--- config.mk ---
export PLATFORM = sky130hd
export DESIGN_NAME = instruction_fetch_flat
export DESIGN_NICKNAME = d
export VERILOG_FILES = /design/src/rtl/core_pkg.sv /design/src/rtl/instruction_fetch_if.sv /design/src/rtl/if_id_reg.sv /design/src/rtl/instruction_fetch.sv /design/src/flat_wrapper.sv
export SDC_FILE = /design/constraint.sdc
export NUM_CORES = 1
export LEC_CHECK = 0
export ABC_AREA = 1
export CAP_MARGIN = 20
export CORE_MARGIN = 4
export CORE_UTILIZATION = 52
export DETAILED_ROUTE_END_ITERATION = 8
export GPL_TIMING_DRIVEN = 0
export PLACE_DENSITY = 0.87
export SETUP_SLACK_MARGIN = 0.3
export SLEW_MARGIN = 20
export SYNTH_ARGS = -nofsm -noshare
export SYNTH_HDL_FRONTEND = slang
export SYNTH_HIERARCHICAL = 1
export SYNTH_SLANG_ARGS = --single-unit
--- constraint.sdc ---
create_clock -name clk -period 3.5 [get_ports clk]
set_clock_uncertainty 0.05 [all_clocks]
set_input_delay 0.7 -clock clk [delete_from_list [all_inputs] [get_ports clk]]
set_output_delay 0.7 -clock clk [all_outputs]
set_load 0.01 [all_outputs]
--- src/rtl/core_pkg.sv ---
// Shared fetch-stage types and constants.
//   fetch_state_e : BOOT / RUN / HALT sequencing of the fetch stage
//   if_id_t       : payload held in the IF/ID pipeline register
// Used by instruction_fetch, instruction_fetch_if and if_id_reg.
package core_pkg;

    localparam int unsigned XLEN    = 32;
    localparam int unsigned INSTR_W = 32;

    localparam logic [XLEN-1:0]    RESET_PC_DEFAULT = 32'h0000_0000;
    localparam logic [INSTR_W-1:0] EBREAK_WORD      = 32'h0010_0073;
    localparam logic [INSTR_W-1:0] NOP_WORD         = 32'h0000_0013;

    typedef enum logic [1:0] {
        BOOT = 2'd0,
        RUN  = 2'd1,
        HALT = 2'd2
    } fetch_state_e;

    typedef struct packed {
        logic [XLEN-1:0]    pc;
        logic [XLEN-1:0]    pc_plus4;
        logic [INSTR_W-1:0] instr;
    } if_id_t;

endpackage

--- src/rtl/instruction_fetch_if.sv ---
// Fetch-stage bus: instruction-memory port, redirect input, decode handshake
// and status flags.
//   master : the fetch stage (drives imem_addr, id_*, halted, err_misaligned)
//   slave  : the environment (memory, branch unit, decode)
interface instruction_fetch_if
    import core_pkg::*;
();

    logic [XLEN-1:0]    imem_addr;
    logic [INSTR_W-1:0] imem_data;
    logic               redirect_valid;
    logic [XLEN-1:0]    redirect_target;
    logic               id_ready;
    logic               id_valid;
    logic [XLEN-1:0]    id_pc;
    logic [XLEN-1:0]    id_pc_plus4;
    logic [INSTR_W-1:0] id_instr;
    logic               halted;
    logic               err_misaligned;

    modport master (
        output imem_addr, id_valid, id_pc, id_pc_plus4, id_instr, halted, err_misaligned,
        input  imem_data, redirect_valid, redirect_target, id_ready
    );

    modport slave (
        input  imem_addr, id_valid, id_pc, id_pc_plus4, id_instr, halted, err_misaligned,
        output imem_data, redirect_valid, redirect_target, id_ready
    );

endinterface

--- src/rtl/if_id_reg.sv ---
// IF/ID pipeline register.
//   clk, rst_n : clock, async active-low reset (clears valid and payload)
//   load       : capture d and mark valid
//   flush      : drop valid (wins over load); payload is left as-is
//   d / q      : captured instruction payload
//   valid      : register holds a live instruction
module if_id_reg
    import core_pkg::*;
(
    input  logic   clk,
    input  logic   rst_n,
    input  logic   load,
    input  logic   flush,
    input  if_id_t d,
    output logic   valid,
    output if_id_t q
);

    always_ff @(posedge clk or negedge rst_n) begin
        if (!rst_n) begin
            valid <= 1'b0;
            q     <= '0;
        end else if (flush) begin
            valid <= 1'b0;
        end else if (load) begin
            valid <= 1'b1;
            q     <= d;
        end
    end

endmodule

--- src/rtl/instruction_fetch.sv ---
// PC generation and fetch stage feeding decode through a valid/ready handshake.
//   clk, rst_n : core clock, async active-low reset
//   bus        : instruction_fetch_if.master
//                imem_addr/imem_data      combinational instruction memory port
//                redirect_valid/_target   branch/jump redirect with wrong-path flush
//                id_valid/id_ready/id_*   IF/ID handshake to decode
//                halted, err_misaligned   status (err_misaligned is sticky)
// Parameters: RESET_PC (word-aligned), EBREAK_WORD.
// Optional feature macro FETCH_HALT_ON_EBREAK_EN: when defined, fetching
// EBREAK_WORD delivers it to decode and then halts with the PC left on it.
module instruction_fetch
    import core_pkg::*;
#(
    parameter logic [XLEN-1:0]    RESET_PC    = RESET_PC_DEFAULT,
    parameter logic [INSTR_W-1:0] EBREAK_WORD = core_pkg::EBREAK_WORD
) (
    input  logic                clk,
    input  logic                rst_n,
    instruction_fetch_if.master bus
);

`ifdef FETCH_HALT_ON_EBREAK_EN
    localparam bit HALT_ON_EBREAK = 1'b1;
`else
    localparam bit HALT_ON_EBREAK = 1'b0;
`endif

    fetch_state_e    state_q, state_d;
    logic [XLEN-1:0] pc_q, pc_d;
    logic            halted_q;
    logic            err_q;

    logic            load_c;
    logic            flush_c;
    logic            err_set_c;
    logic            ebreak_hit_c;
    logic            target_ok_c;
    logic            id_valid_c;
    if_id_t          capture_c;
    if_id_t          id_q;

    assign ebreak_hit_c = HALT_ON_EBREAK && (bus.imem_data == EBREAK_WORD);
    assign target_ok_c  = (bus.redirect_target[1:0] == 2'b00);

    assign capture_c.pc       = pc_q;
    assign capture_c.pc_plus4 = pc_q + XLEN'(4);
    assign capture_c.instr    = bus.imem_data;

    // Next-state, next-PC and IF/ID register control.
    always_comb begin
        state_d   = state_q;
        pc_d      = pc_q;
        load_c    = 1'b0;
        flush_c   = 1'b0;
        err_set_c = 1'b0;

        unique case (state_q)
            BOOT, RUN: begin
                if (state_q == BOOT) begin
                    state_d = RUN;
                end
                if (bus.redirect_valid) begin
                    // Redirect beats a stall; the held wrong-path instruction is killed.
                    flush_c = 1'b1;
                    if (target_ok_c) begin
                        pc_d = bus.redirect_target;
                    end else begin
                        err_set_c = 1'b1;
                        state_d   = HALT;
                    end
                end else if (state_q == RUN && (!id_valid_c || bus.id_ready)) begin
                    load_c = 1'b1;
                    if (ebreak_hit_c) begin
                        state_d = HALT;
                    end else begin
                        pc_d = pc_q + XLEN'(4);
                    end
                end
            end
            HALT: begin
                // Let decode drain a held instruction, then stay empty.
                flush_c = bus.id_ready;
            end
            default: begin
                state_d = BOOT;
            end
        endcase
    end

    // State, PC and status registers.
    always_ff @(posedge clk or negedge rst_n) begin
        if (!rst_n) begin
            state_q  <= BOOT;
            pc_q     <= RESET_PC;
            halted_q <= 1'b0;
            err_q    <= 1'b0;
        end else begin
            state_q  <= state_d;
            pc_q     <= pc_d;
            halted_q <= (state_d == HALT);
            err_q    <= err_q | err_set_c;
        end
    end

    if_id_reg u_if_id_reg (
        .clk   (clk),
        .rst_n (rst_n),
        .load  (load_c),
        .flush (flush_c),
        .d     (capture_c),
        .valid (id_valid_c),
        .q     (id_q)
    );

    assign bus.imem_addr      = pc_q;
    assign bus.id_valid       = id_valid_c;
    assign bus.id_pc          = id_q.pc;
    assign bus.id_pc_plus4    = id_q.pc_plus4;
    assign bus.id_instr       = id_q.instr;
    assign bus.halted         = halted_q;
    assign bus.err_misaligned = err_q;

endmodule

--- src/flat_wrapper.sv ---
// flat-port wrapper written by rule: the top's interface ports become plain ports
module instruction_fetch_flat import core_pkg::*;
#(
    parameter logic [XLEN-1:0]    RESET_PC    = RESET_PC_DEFAULT,
    parameter logic [INSTR_W-1:0] EBREAK_WORD = core_pkg::EBREAK_WORD
)
  (clk, rst_n, bus_imem_addr, bus_id_valid, bus_id_pc, bus_id_pc_plus4, bus_id_instr, bus_halted, bus_err_misaligned, bus_imem_data, bus_redirect_valid, bus_redirect_target, bus_id_ready);
  instruction_fetch_if bus_i ();
  input  logic clk;
  input  logic rst_n;
  output wire logic [$bits(bus_i.imem_addr)-1:0] bus_imem_addr;
  output wire logic [$bits(bus_i.id_valid)-1:0] bus_id_valid;
  output wire logic [$bits(bus_i.id_pc)-1:0] bus_id_pc;
  output wire logic [$bits(bus_i.id_pc_plus4)-1:0] bus_id_pc_plus4;
  output wire logic [$bits(bus_i.id_instr)-1:0] bus_id_instr;
  output wire logic [$bits(bus_i.halted)-1:0] bus_halted;
  output wire logic [$bits(bus_i.err_misaligned)-1:0] bus_err_misaligned;
  input wire logic [$bits(bus_i.imem_data)-1:0] bus_imem_data;
  input wire logic [$bits(bus_i.redirect_valid)-1:0] bus_redirect_valid;
  input wire logic [$bits(bus_i.redirect_target)-1:0] bus_redirect_target;
  input wire logic [$bits(bus_i.id_ready)-1:0] bus_id_ready;
  assign bus_imem_addr = bus_i.imem_addr;
  assign bus_id_valid = bus_i.id_valid;
  assign bus_id_pc = bus_i.id_pc;
  assign bus_id_pc_plus4 = bus_i.id_pc_plus4;
  assign bus_id_instr = bus_i.id_instr;
  assign bus_halted = bus_i.halted;
  assign bus_err_misaligned = bus_i.err_misaligned;
  assign bus_i.imem_data = bus_imem_data;
  assign bus_i.redirect_valid = bus_redirect_valid;
  assign bus_i.redirect_target = bus_redirect_target;
  assign bus_i.id_ready = bus_id_ready;
  instruction_fetch #(.RESET_PC(RESET_PC), .EBREAK_WORD(EBREAK_WORD)) u_core (.clk(clk), .rst_n(rst_n), .bus(bus_i));
endmodule
## After elaboration in Yosys (flattened, before gate mapping)

Index checks and enable logic that the tools add are counted.

- Bits in registers: 133
- Input bits: 68
- Output and inout port bits: 131
- Logic and storage cells: 42

- $add $sub $neg: 1
- Eq/ne operators: 4
- Muxes and demuxes: 17
- Bitwise operators: 2
- Reductions and logical operators: 10

Operator list:

| cell | number |
|---|---|
| $mux 32 | 3 |
| $add 32x3->32 const B | 1 |
| $mux 1 | 9 |
| $mux 2 | 3 |
| $eq 2x2->1 const B | 2 |
| $logic_not 2->1 | 2 |
| $pmux 2 s2 | 1 |
| $reduce_bool 2->1 | 2 |
| $reduce_and 3->1 | 1 |
| $eq 2x1->1 const B | 1 |
| $ne 2x1->1 const B | 1 |
| $pmux 1 s2 | 1 |
| $reduce_and 2->1 | 1 |
| $reduce_or 2->1 | 1 |
| $logic_and 1x1->1 | 1 |
| $logic_not 1->1 | 1 |
| $logic_or 1x1->1 | 1 |
| $not 1->1 | 1 |
| $or 1x1->1 | 1 |

## Longest topological paths before layout

Gate-level depths: netlist of the first run.

- Depth in word-level cells: 8
- Mapped depth: 11
- Mapped depth without buffers: 10

## Modules after synthesis

Netlist of the first run, hierarchy kept.

By module, submodules not included:

| module | instances | cells each | area an instance (µm²) | seq. area each (µm²) |
|---|---|---|---|---|
| if_id_reg | 1 | 420 | 3851.2 | 2427.3 |
| instruction_fetch | 1 | 452 | 2899.0 | 900.9 |

## Least setup slack after synthesis of the first run

OpenSTA, ideal clock, no wires.

- Kind: input to register
- From: input bus_redirect_valid
- To: register u_core/u_if_id_reg/q[68] (netlist bit)
- Library setup time: 0.117 ns
- Arrival time: 1.689 ns
- Required time: 3.333 ns
- Setup slack: 1.644 ns
- Stages on the path: 9
- Buffers on the path: 4
- Path through: buf_6 > inv_4 > buf_4 > o22ai_1 > inv_2 > buf_2 > buf_6 > nand3_1 > nand2_1

- Longest elaborated chain between the ends: 4
- Elaborated cells on any way between the ends: 6
- Those cells by class: mux: 4; bitwise: 1; reduce/logical: 1

Ends and longest elaborated chain:

| element | RTL line | source |
|---|---|---|
| start: declaration | flat_wrapper.sv:19 | `input wire logic [$bits(bus_i.redirect_valid)-1:0] bus_redirect_valid;` |
| $mux 1 | instruction_fetch.sv:62 | `if (bus.redirect_valid) begin` |
| $pmux 1 s2 | instruction_fetch.sv:57 | `unique case (state_q)` |
| via u_core.flush_c | instruction_fetch.sv:34 | `logic flush_c;` |
| $not 1->1 (no line) | - |  |
| $reduce_and 2->1 (no line) | - |  |
| end signal: assignment | if_id_reg.sv:22 | `q <= '0;` |
| end signal: assignment | if_id_reg.sv:27 | `q <= d;` |
| end: declaration | if_id_reg.sv:16 | `output if_id_t q` |

The timed path passes the listed nets, and every way through them passes these cells.
A chain may end at the register's enable or synchronous reset.

## Worst setup path in the final report of the first run

- From: register u_core.pc_q[15] (netlist: u_core/bus.imem_addr[15])
- To: output bus_imem_addr[15]

RTL lines:

| element | RTL line | source |
|---|---|---|
| start: declaration | instruction_fetch.sv:29 | `logic [XLEN-1:0] pc_q, pc_d;` |
| start signal: assignment | instruction_fetch.sv:99 | `pc_q <= pc_d;` |
| end: declaration | flat_wrapper.sv:11 | `output wire logic [$bits(bus_i.imem_addr)-1:0] bus_imem_addr;` |

No word-level cell between the ends.

==> summary.md, run 1 <==
| Metric | Value |
|---|---|
| Run status | `complete, no violations` |
| VDD IR-drop max | `477.0 uV` |
| PwrDens | `913.9 nW/um^2` |
| Layout cell share with drive strength beyond 1 | `0.1208` |
| Tmin final | `2.418 ns` |
| Number of remaining DRC errors | `0` |
| Initial drt markers | `around 630` |
| Hold-fix buffers, CTS | `0` |
| Crit-path cells | `buf_4 -> clkdlybuf4s50_1` |
| Worst reg-to-reg path cell count | `8` |
| Mapped Nets | `about 940` |
| Grt ovf | `0` |
| Net Sw Frac | `0.3779` |
| Setup Viol. Count Final | `0` |
| Placed cell count | `1242` |
| Synthesized area | `6750 sq um` |
| CP max FO | `7` |
| Syn. warnings | `6` |
| Crit path kind | `flip-flop to output port` |
| CTS max path bufs | `2` |
| Final Hold Fails | `0` |
| Post-route ant nets | `0` |
| Post-synth top area share | `0.4930` |
| Most frequent cells after synthesis | `346 x nand2_1, 133 x dfrtp_1, 122 x nand3_1, 76 x nor2_1, 42 x buf_4` |
| WP buf/inv | `2` |
| Sequential power share | `0.332` |
| CTS H-tree depth | `4` |
| Post-route cell area | `9578 sq um` |
| TritonRoute pass-1 iters | `5` |
| Syn Inst Count | `roughly 870` |
| Clock power share | `0.208` |
| Fraction of registers with async set/reset | `1.000` |
| CP Capture Type | `output port` |
| Synth area leader | `dfrtp_1` |
| Dpl cell area | `8970 sq um` |
| First-pass GRT wire length | `~33 mm` |
| CTS tree | `yes` |
| Gr usage total | `0.2851` |
| Worst hold path class | `input port to async pin` |
| Sequential standard cell area | `3328 sq um` |
| # port buffers | `around 200` |
| Slew headroom | `0.6107` |
| Core box area | `12670 sq um` |
| Ant. Diodes | `0` |
| Crit-path slowest cell | `dfrtp_1` |
| DR vias | `6623` |
| Main synth FF type | `dfrtp_1` |
| Hpwl dp | `roughly 15 mm` |
| Startpoint types | `flip-flop` |
| Flops & latches, synth | `133` |
| NetSw | `3.308 mW` |
| Rows | `a little over 40` |
| Worst-Skew Late Latency | `0.42 ns` |
| Worst Path Required | `approximately 2.8 ns` |
| Distinct cells, synth | `31` |
| Die area | `14870 sq um` |
| Sequential element share of the synthesized area | `0.4930` |
| Via density | `5.203` |
| WL per Instance | `16.39 um` |
| Clock slew at reported path FFs | `around 0.06 ns` |
| RSZ-0062 raised after global routing | `false` |
| CTS sink cnt | `between 100 and 150` |
| Post-synth EDFFs | `0` |
| Tcrit/Tclk final | `0.6910` |
| DIE HEIGHT | `approximately 120 um` |
| CTS Root Cell | `clkbuf_16` |
| Area delta synth->final | `41.89%` |
| Final Max Slew Viols | `0` |
| Pin count of the biggest net entering global routing | `84` |
| Max-Cap Viols | `0` |
| Vias in the first global route | `approximately 6400` |
| Final WL | `20.87 mm` |
| Synth Area per Inst | `7.741 sq um` |
| Gate power share | `0.460` |
| Internal Pwr Total | `5.445 mW` |
| Worst path max stage delay | `0.54 ns` |
| # IOs | `199` |
| Area of the multi-input gates | `around 2700 sq um` |
| Post-CTS Setup Bufs | `0` |
| Cts bufs inserted | `17` |
| Worst-Margin Slew | `0.5840 ns` |
| Final Net Count | `1158` |
| Most common cell in the netlist | `nand2_1` |
| Number of fill cells | `962` |
| Synth area leaders | `dfrtp_1 49%, nand2_1 19%, nand3_1 9.0%` |
| Initial antenna violation count | `0` |
| Tot Pwr | `8.753 mW` |
| Fmax | `413.5 MHz` |
| Die width | `roughly 120 um` |
| RePlAce Congestion | `0.9401` |
| Starting Density | `0.5327` |
| Post-CTS resize count | `0` |
| Arr. time, crit path | `1.67 ns` |
| Non-Filler Instances | `1273` |
| Leak pwr | `4.800 nW` |
| Crit path depth | `2` |
| Delay-heaviest family, CP | `buffers and inverters` |
-- power groups by stage --
stage	Combinational (mW)	Clock, mW	Sequential, mW
5_1_grt	4.38	1.92	3.00
4_1_cts	4.04	1.84	2.89
2_1_floorplan	1.79	0	2.99
3_5_place_dp	4.01	0	2.90
6_report	4.02	1.82	2.91
3_3_place_gp	3.91	0	2.88
-- metal layers --
layer | GRT usage | vias to the layer above | share of wire
met1 | 0.3689 | 3115 | 0.39
met5 | 0 | - | 0
met4 | 0.1113 | 0 | 0.030
li1 | - | 3147 | -
met3 | 0.07335 | 49 | 0.10
met2 | 0.4620 | 312 | 0.48
-- cell type report --
cell class,instances,area share
sequential,133,0.3475
timing repair buffer,198,0.2093
clock inverter,10,0.01332
buffer,75,0.05395
multi-input combinational,622,0.2866
clock buffer,21,0.05016
inverter,42,0.01672
tap,172,0.02247
-- sequential cells by signal, indices dropped and copies added (netlist names) --
register / cells
u_core/u_if_id_reg/valid: 1
u_core/state_q: 2
u_core/u_if_id_reg/q: 96
u_core/bus.halted: 1
u_core/bus.err_misaligned: 1
u_core/bus.imem_addr: 32
-- placed cells by master (no fill, tap or decap), types with 8 or more instances in the layout --
cell,count
nand2_1,346
clkdlybuf4s50_1,196
dfrtp_1,133
nand3_1,122
nor2_1,76
buf_4,42
inv_1,39
buf_2,20
o21ai_0,19
clkbuf_16,17
a21oi_1,13
nand2_2,8
-- per-stage QoR --
| stage | hold WS [ns] | TNS (ns) | setup slack (ns) | util |
|---|---|---|---|---|
| floorplan | 0.3544 | 0 | 1.644 | - |
| global placement | 0.4004 | -459.29 | -3.464 | 0.7053 |
| detailed placement | 0.4070 | 0 | 1.098 | 0.7079 |
| CTS | 0.1449 | 0 | 1.093 | 0.7559 |
| global route | 0.1488 | 0 | 1.041 | 0.7559 |
| finish | 0.1325 | 0 | 1.082 | 0.7559 |
-- final timing paths --
kind                                                      startpoint                              endpoint  slack (ns)
min in group clk                u_core/u_if_id_reg/q[93]$_DFFE_PN0P_  u_core/u_if_id_reg/q[93]$_DFFE_PN0P_        0.42
worst min-delay path                                           rst_n  u_core/u_if_id_reg/q[11]$_DFFE_PN0P_        0.13
max in group asynchronous                                      rst_n  u_core/u_if_id_reg/q[85]$_DFFE_PN0P_        2.53
worst max register to register   u_core/bus.imem_addr[3]$_DFFE_PN0P_  u_core/u_if_id_reg/q[52]$_DFFE_PN0P_        1.60
worst min register to register  u_core/u_if_id_reg/q[93]$_DFFE_PN0P_  u_core/u_if_id_reg/q[93]$_DFFE_PN0P_        0.42
worst max-delay path            u_core/bus.imem_addr[15]$_DFFE_PN0P_                     bus_imem_addr[15]        1.08
-- kinds of logic (layout without fill, tap and decap cells) --
kind of cell             count (synthesis)  count (layout)  share of synthesized area
AO/OA/AOI/OAI                           41              41                    0.03299
XOR/XNOR                                 7               7                    0.01020
adder cells (fa/ha/maj)                  1               1                   0.001853
buffers and inverters                  117             346                     0.1003
flip-flops                             133             133                     0.4930
AND/OR/NAND/NOR                        573             573                     0.3616
Note: power is estimated with default switching activity, not from simulation.
==> run 2: changes to the inputs <==
CORE_UTILIZATION = 43   (was 52)
PLACE_DENSITY = 0.77   (was 0.87)
clock period = 2.1 ns   (was 3.5 ns; I/O delays follow)
==> summary.md, run 2 (same netlist as run 1, synthesis figures left out) <==
| Metric | Value |
|---|---|
| Startpoint types | `flip-flop` |
| Most common cell after layout, fill and taps aside | `nand2_1` |
| Fmax | `561.6 MHz` |
| Slew headroom | `0.5646` |
| Placed cell count | `1281` |
| Max-Cap Viols | `0` |
| CP Capture Type | `output port` |
| VDD IR-drop max | `roughly 730 uV` |
| Final Max Slew Viols | `0` |
| Setup TNS | `0 ns` |
| RePlAce Congestion | `0.9253` |
| Final Hold Fails | `0` |
| Tmin final | `1.781 ns` |
| Leak pwr | `5.846 nW` |
| Worst hold path class | `input port to flip-flop` |
| Tcrit/Tclk final | `0.8479` |
| Post-route ant nets | `0` |
| Grt ovf | `0` |
| DIE HEIGHT | `between 100 and 150 um` |
| Vias in the first global route | `6584` |
| Metal-1 WL | `9.713 mm` |
| Die area | `17770 sq um` |
| Worst path max stage delay | `0.55 ns` |
| Clock slew at reported path FFs | `0.06 ns` |
| Gr usage total | `0.2508` |
| Hpwl dp | `around 16 mm` |
| Commonest non-fill, non-tap cells in the layout | `345 x nand2_1, 121 x nand3_1, 107 x dfrtp_1` |
| Ant. Diodes | `0` |
| Arr. time, crit path | `around 1.3 ns` |
| Crit-path cells | `clkdlybuf4s50_1` |
| Die width | `133.3 um` |
| Met2 Wirelength | `10.65 mm` |
| DR top layer | `met4` |
| Tot Pwr | `15.19 mW` |
| Hold Worst Slack | `0.3028 ns` |
| Dpl cell area | `9019 sq um` |
| Final WL | `between 20 and 25 mm` |
| TritonRoute pass-1 iters | `6` |
| Run status | `complete, no violations` |
| Initial drt markers | `507` |
| Setup Viol. Count Final | `0` |
| # IOs | `199` |
| Number of fill cells | `1302` |
| Max reg flops | `96` |
| # port buffers | `197` |
| RSZ-0062 raised after global routing | `true` |
| WL per Instance | `between 15 and 20 um` |
| Number of remaining DRC errors | `0` |
| Post-route cell area | `10190 sq um` |
| CTS H-tree depth | `4` |
| Initial antenna violation count | `0` |
| CTS max path bufs | `2` |
| CTS tree | `yes` |
| CTS sink cnt | `133` |
| Crit-path slowest cell | `clkdlybuf4s50_1` |
| DR vias | `6780` |
| Pin count of the biggest net entering global routing | `83` |
| Starting Density | `0.4408` |
| Core box area | `15310 sq um` |
| PwrDens | `about 1500 nW/um^2` |
| Rows | `45` |
| Crit path kind | `flip-flop to output port` |
| CP max FO | `2` |
| Area delta synth->final | `50.94%` |
| Non-Filler Instances | `1358` |
| CTS Root Cell | `clkbuf_16` |
| Delay-heaviest family, CP | `buffers and inverters` |
| WL met3 | `between 1.5 and 2 mm` |
| Worst-Margin Slew | `0.6532 ns` |
| Final Net Count | `about 1200` |
| First-pass GRT wire length | `roughly 35 mm` |
| Worst-Skew Late Latency | `0.43 ns` |
| WP buf/inv | `1` |
| Via density | `4.993` |
| Worst Path Required | `1.63 ns` |
| Cts bufs inserted | `17` |
| Layout cell share with drive strength beyond 1 | `0.1866` |
| Most flops, register | `u_core/u_if_id_reg/q` |
[run 2: where the power goes]
part,switching (mW),internal (mW)
Sequential,0.697,3.77
Combinational,3.96,3.29
Clock,1.19,2.27
Total,5.85,9.34
[run 2: final cells by class]
class / instances / area (sq um) / share of cell area
Buffer: 75 / 539.3 / 0.05293
Tap cell: 211 / 264.0 / 0.02591
Clock inverter: 14 / 246.5 / 0.02419
Clock buffer: 18 / 439.2 / 0.04310
Sequential cell: 133 / 3361 / 0.3299
Inverter: 42 / 160.2 / 0.01572
Multi-Input combinational cell: 622 / 2804 / 0.2752
Timing Repair Buffer: 243 / 2375 / 0.2331
[run 2: per-layer routing]
| layer | vias to the layer above | global-route usage |
|---|---|---|
| li1 | 3241 | - |
| met1 | 3180 | 0.3410 |
| met2 | 329 | 0.4080 |
| met3 | 30 | 0.05287 |
| met4 | 0 | 0.07200 |
| met5 | - | 0 |
[run 2: final timing paths]
check | start | endpoint | slack [ns] | cells after the start
setup / recovery | u_core/u_if_id_reg/q[95]$_DFFE_PN0P_ | bus_id_pc[31] | 0.32 | 1
hold / removal | bus_redirect_valid | u_core/bus.imem_addr[16]$_DFFE_PN0P_ | 0.30 | 3
setup reg to reg | u_core/bus.imem_addr[3]$_DFFE_PN0P_ | u_core/bus.imem_addr[22]$_DFFE_PN0P_ | 0.34 | 11
hold reg to reg | u_core/u_if_id_reg/q[15]$_DFFE_PN0P_ | u_core/u_if_id_reg/q[15]$_DFFE_PN0P_ | 0.42 | 2
max in group asynchronous | rst_n | u_core/bus.imem_addr[21]$_DFFE_PN0P_ | 0.78 | 3
min in group asynchronous | rst_n | u_core/u_if_id_reg/q[11]$_DFFE_PN0P_ | 0.44 | 2
[run 2: stage by stage]
stage               setup slack [ns]  utilization
finish                        0.3194       0.6653
floorplan                     0.5239            -
detailed placement          -0.04371       0.5889
CTS                           0.1639       0.6489
global placement              -4.727       0.5868
global route                  0.2392       0.6653
[run 2: what timing repair did]
item | in CTS | in global routing
resized for setup | 112 | 68
endpoints found under the setup margin | 130 | 125
hold endpoints to repair | 51 | 0
buffers inserted | 36 | 8
pin swaps | 1 | 11
hold buffers | 1 | 0
==> RTL edit 1: new RTL, settings of run 1 <==
The 3 states of `fetch_state_e` get a one-hot encoding in 3 bits.
--- a/src/rtl/core_pkg.sv
+++ b/src/rtl/core_pkg.sv
@@ -13,6 +13,6 @@
 
-    typedef enum logic [1:0] {
-        BOOT = 2'd0,
-        RUN  = 2'd1,
-        HALT = 2'd2
+    typedef enum logic [2:0] {
+        BOOT = 3'b001,
+        RUN  = 3'b010,
+        HALT = 3'b100
     } fetch_state_e;
Behaviour: same outputs for any inputs over 4 cycles, from zero or initial values and one cycle with rst_n low; so few cycles prove little.
==> RTL edit 1 against run 1 <==
Register-to-register slack got worse by 0.06 ns. Sequential power fell by 2%. Final cell count rose by 1.5%. Worst setup slack improved by 0.010 ns. First-iteration DRC count rose by 0.47%. Routed wire length rose by 1.2%. Clock power rose by 3%. Design area rose by 0.89%. Sequential cell count rose by 1. Total power fell by 0.68%. Synthesized area rose by 1.0%. Via count rose by 1.2%. Largest power group unchanged. Highest routed layer unchanged.
==> RTL edit 1: results (changes against run 1) <==
synth_cell_type_count: 29  # -6.5%
synthTopCellsByArea: "dfrtp_1 49%, nand2_1 20%, nand3_1 9.2%"
slowest_delay_ns: 0.56  # +0.02 ns
grt_pass1_vias: 6638  # +3.3%
final_cells: 1292  # +1.5%
dpl_cell_area_sq_mm: 0.00904  # +0.78%
r2r-end: "u_core/u_if_id_reg/q[66]"
place_hpwl_um: 15200  # -1.7%
gp_congestion: 0.947  # +0.71%
nFillCells: 964  # +0.21%
grt_start_max_net_pins: 70  # -17%
whs_ns: 0.166  # +0.0333 ns
rr_startpoint: "u_core/state_q[0]"
grtUsageTotal_pct: 28.6  # +0.11 points
outcome: "finished clean"
relSlewSlack_pct: 65.9  # +4.8 points
p_comb_share_pct: 45.7  # -0.3 points
post-place-ws_ns: 1.04  # -0.0535 ns
layout.nets: 1176  # +1.6%
pg_seq_mw: 2.85  # -2%
startpoint: "u_core/bus.imem_addr[11]"
leakage_nw: 4.83  # +0.58%
syn_inst: 890  # +2.1%
grt_first_pass_wirelength_um: 33000  # +0.80%
reg2regPathDepth: 11  # +3
via_per_inst: 5.19  # -0.25%
## RTL edit 1: layout make-up
cell class / instances / area share, %
timing repair buffer: 198 / 20.7
clock inverter: 13 / 1.86
sequential: 134 / 34.7
clock buffer: 19 / 4.58
tap: 172 / 2.23
multi-input combinational: 635 / 28.7
inverter: 46 / 1.81
buffer: 75 / 5.39
## RTL edit 1: routing by layer
metal	up-vias	track usage (%)	wire (um)
met4	0	11.7	597
met5	-	0	0
met1	3127	35.2	8490
li1	3209	-	-
met2	319	47.9	10100
met3	50	7.56	1960
## RTL edit 1: metrics by stage
step	TNS [ns]	utilization, %
floorplan	0	-
global placement	-469.87	70.8
detailed placement	0	71.1
CTS	0	76.0
global route	0	76.0
finish	0	76.0
## RTL edit 1: kinds of logic after synthesis
logic type	synth area share, %
AND/OR/NAND/NOR	36.6
XOR/XNOR	0.899
AO/OA/AOI/OAI	2.92
flip-flops	49.2
buffers and inverters	10.2
adder cells (fa/ha/maj)	0.183
==> RTL edit 2: new RTL, settings of run 1 <==
Without the edit above. The option `FETCH_HALT_ON_EBREAK_EN` is turned on by a define.
--- a/src/rtl/instruction_fetch.sv
+++ b/src/rtl/instruction_fetch.sv
@@ -10,2 +10,4 @@
 // EBREAK_WORD delivers it to decode and then halts with the PC left on it.
+`define FETCH_HALT_ON_EBREAK_EN
+
 module instruction_fetch
Check against the original RTL: not equivalent (Yosys sat finds a counterexample within 4 cycles, from zero or initial values and one cycle with rst_n low).
==> RTL edit 2 against run 1 <==
Register-to-register slack better by 0.04 ns. Critical endpoint is now u_core/u_if_id_reg/q[84]. Critical path type is now in -> reg. Combinational power down 7.7%. Worst setup slack worse by 0.32 ns. Design area up 2.6%. Sequential power down 3%. Global-route usage up 0.58 points. Synthesized area up 3.7%. Hold slack worse by 0.0041 ns. Die area up 3.4%. Routed wire length up 6.0%. Total power down 5.1%. Sequential cell count unchanged.
==> RTL edit 2: results (changes against run 1) <==
synthTopCellsByArea: "dfrtp_1 48%, nand2_1 22%, nand3_1 10%"
grt_first_pass_wirelength_um: 34000  # +3.9%
leakage_nw: 4.93  # +2.6%
gp_congestion: 0.934  # -0.67%
crit_fanout: 10  # +3
cts_root_buf: "clkbuf_16"
antenna_cells: 0  # unchanged
wl_per_cell_um: 16.5  # +0.58%
grt_pass1_vias: 6702  # +4.3%
io_buffers: 198  # +0.51%
syn_avg_cell_area_sq_um: 7.48  # -3.3%
syn-num-nets: 1004  # +6.7%
swShare_pct: 37.5  # -0.28 points
outcome: "finished clean"
ys_top_cells_by_count: "407 x nand2_1, 146 x nand3_1, 133 x dfrtp_1"
ys.warnings.count: 6  # unchanged
routed_wl_um: 22100  # +6.0%
grtUsageTotal_pct: 29.1  # +0.58 points
vias: 7066  # +6.7%
grt_start_max_net_pins: 84  # unchanged
drt_iter0_markers: 655  # +3.3%
crit_arrival_ns: 3.05  # +1.38 ns
post_cts_buffers: 0  # unchanged
place_hpwl_um: 16500  # +6.4%
synth_cell_type_count: 29  # -6.5%
clockBufferDepth: 2  # unchanged
r2r-end: "u_core/u_if_id_reg/q[52]"
wl_met3_um: 2060  # -5.7%
r2r_setup_slack_ns: 1.64  # +0.04 ns
layout.nets: 1222  # +5.5%
routedLengthMet1_um: 8750  # +7.7%
rr_startpoint: "u_core/bus.imem_addr[2]"
top_layer: "met4"
whs_ns: 0.128  # -0.00410 ns
post-place-ws_ns: 0.350  # -0.748 ns
top_register: "u_core/u_if_id_reg/q"
met2WireLength_um: 10600  # +6.7%
synthArstFlopShare_pct: 100  # unchanged
drive_above_1_share_pct: 12.0  # -0.073 points
clkLatencyLatePin_ns: 0.42  # about the same
place_inst: 1310  # +5.5%
yosysSeqAreaShare_pct: 47.6  # -1.7 points
ys.flop_type: "dfrtp_1"
relSlewSlack_pct: 59.8  # -1.2 points
largest_reg_flops: 96  # unchanged
postCtsResizedCells: 0  # unchanged
reg2regPathDepth: 8  # unchanged
worst_ir_drop_vdd_mv: 0.482  # +1.1%
dpl_cell_area_sq_mm: 0.00923  # +2.9%
[RTL edit 2: metal layers]
| layer | global-route usage, % | up-vias |
|---|---|---|
| met5 | 0 | - |
| met4 | 13.1 | 0 |
| met3 | 5.54 | 57 |
| met2 | 48.8 | 371 |
| li1 | - | 3337 |
| met1 | 36.6 | 3301 |
[RTL edit 2: power by group through the flow]
stage | registers [mW] | logic, mW | clock network [mW]
6_report | 2.82 | 3.71 | 1.78
3_5_place_dp | 2.82 | 3.69 | 0
2_1_floorplan | 2.87 | 1.67 | 0
5_1_grt | 2.89 | 4.06 | 1.87
3_3_place_gp | 2.81 | 3.60 | 0
4_1_cts | 2.80 | 3.72 | 1.79
[RTL edit 2: worst max-delay path by stage]
stage / start / end / slack (ns)
final: bus_redirect_valid / u_core/u_if_id_reg/q[84] / 0.76
after global routing: bus_redirect_valid / u_core/u_if_id_reg/q[90] / 0.63
after CTS: bus_redirect_valid / u_core/u_if_id_reg/q[90] / 0.78
after detailed placement: bus_redirect_valid / u_core/u_if_id_reg/q[84] / 0.35
after global placement: rst_n / u_core/u_if_id_reg/q[34] / -3.50
after floorplan: bus_redirect_valid / u_core/u_if_id_reg/q[68] / 1.44
[RTL edit 2: cells by family (layout without fill, tap and decap cells)]
group                      Yosys count  count (layout)  share of synthesized area [%]
and+or+nand+nor                    647             647                           39.6
adders and majority gates            1               1                          0.179
DFF                                133             133                           47.6
AOI/OAI and AO/OA                   23              23                           1.86
xor gates and xnor gates             7               7                          0.876
buffers and inverters              124             355                           9.91
[RTL edit 2: cell type report]
class	count	area (sq um)
well taps	176	220
repair buffers	199	2010
clock buffers	23	498
multi-input cells	678	2980
fillers	1006	3360
flip-flops and latches	133	3330
inverters	49	184
plain buffers	75	509
clock inverters	9	98.8
[RTL edit 2: critical path: stages]
cell and delay, ns:
clkdlybuf4s50_1 0.49, clkbuf_1 0.36, clkbuf_1 0.51, nor2_1 0.10
buf_4 0.19, nand2_4 0.14, buf_6 0.17, buf_4 0.20
nand2_1 0.08, nand2_1 0.06
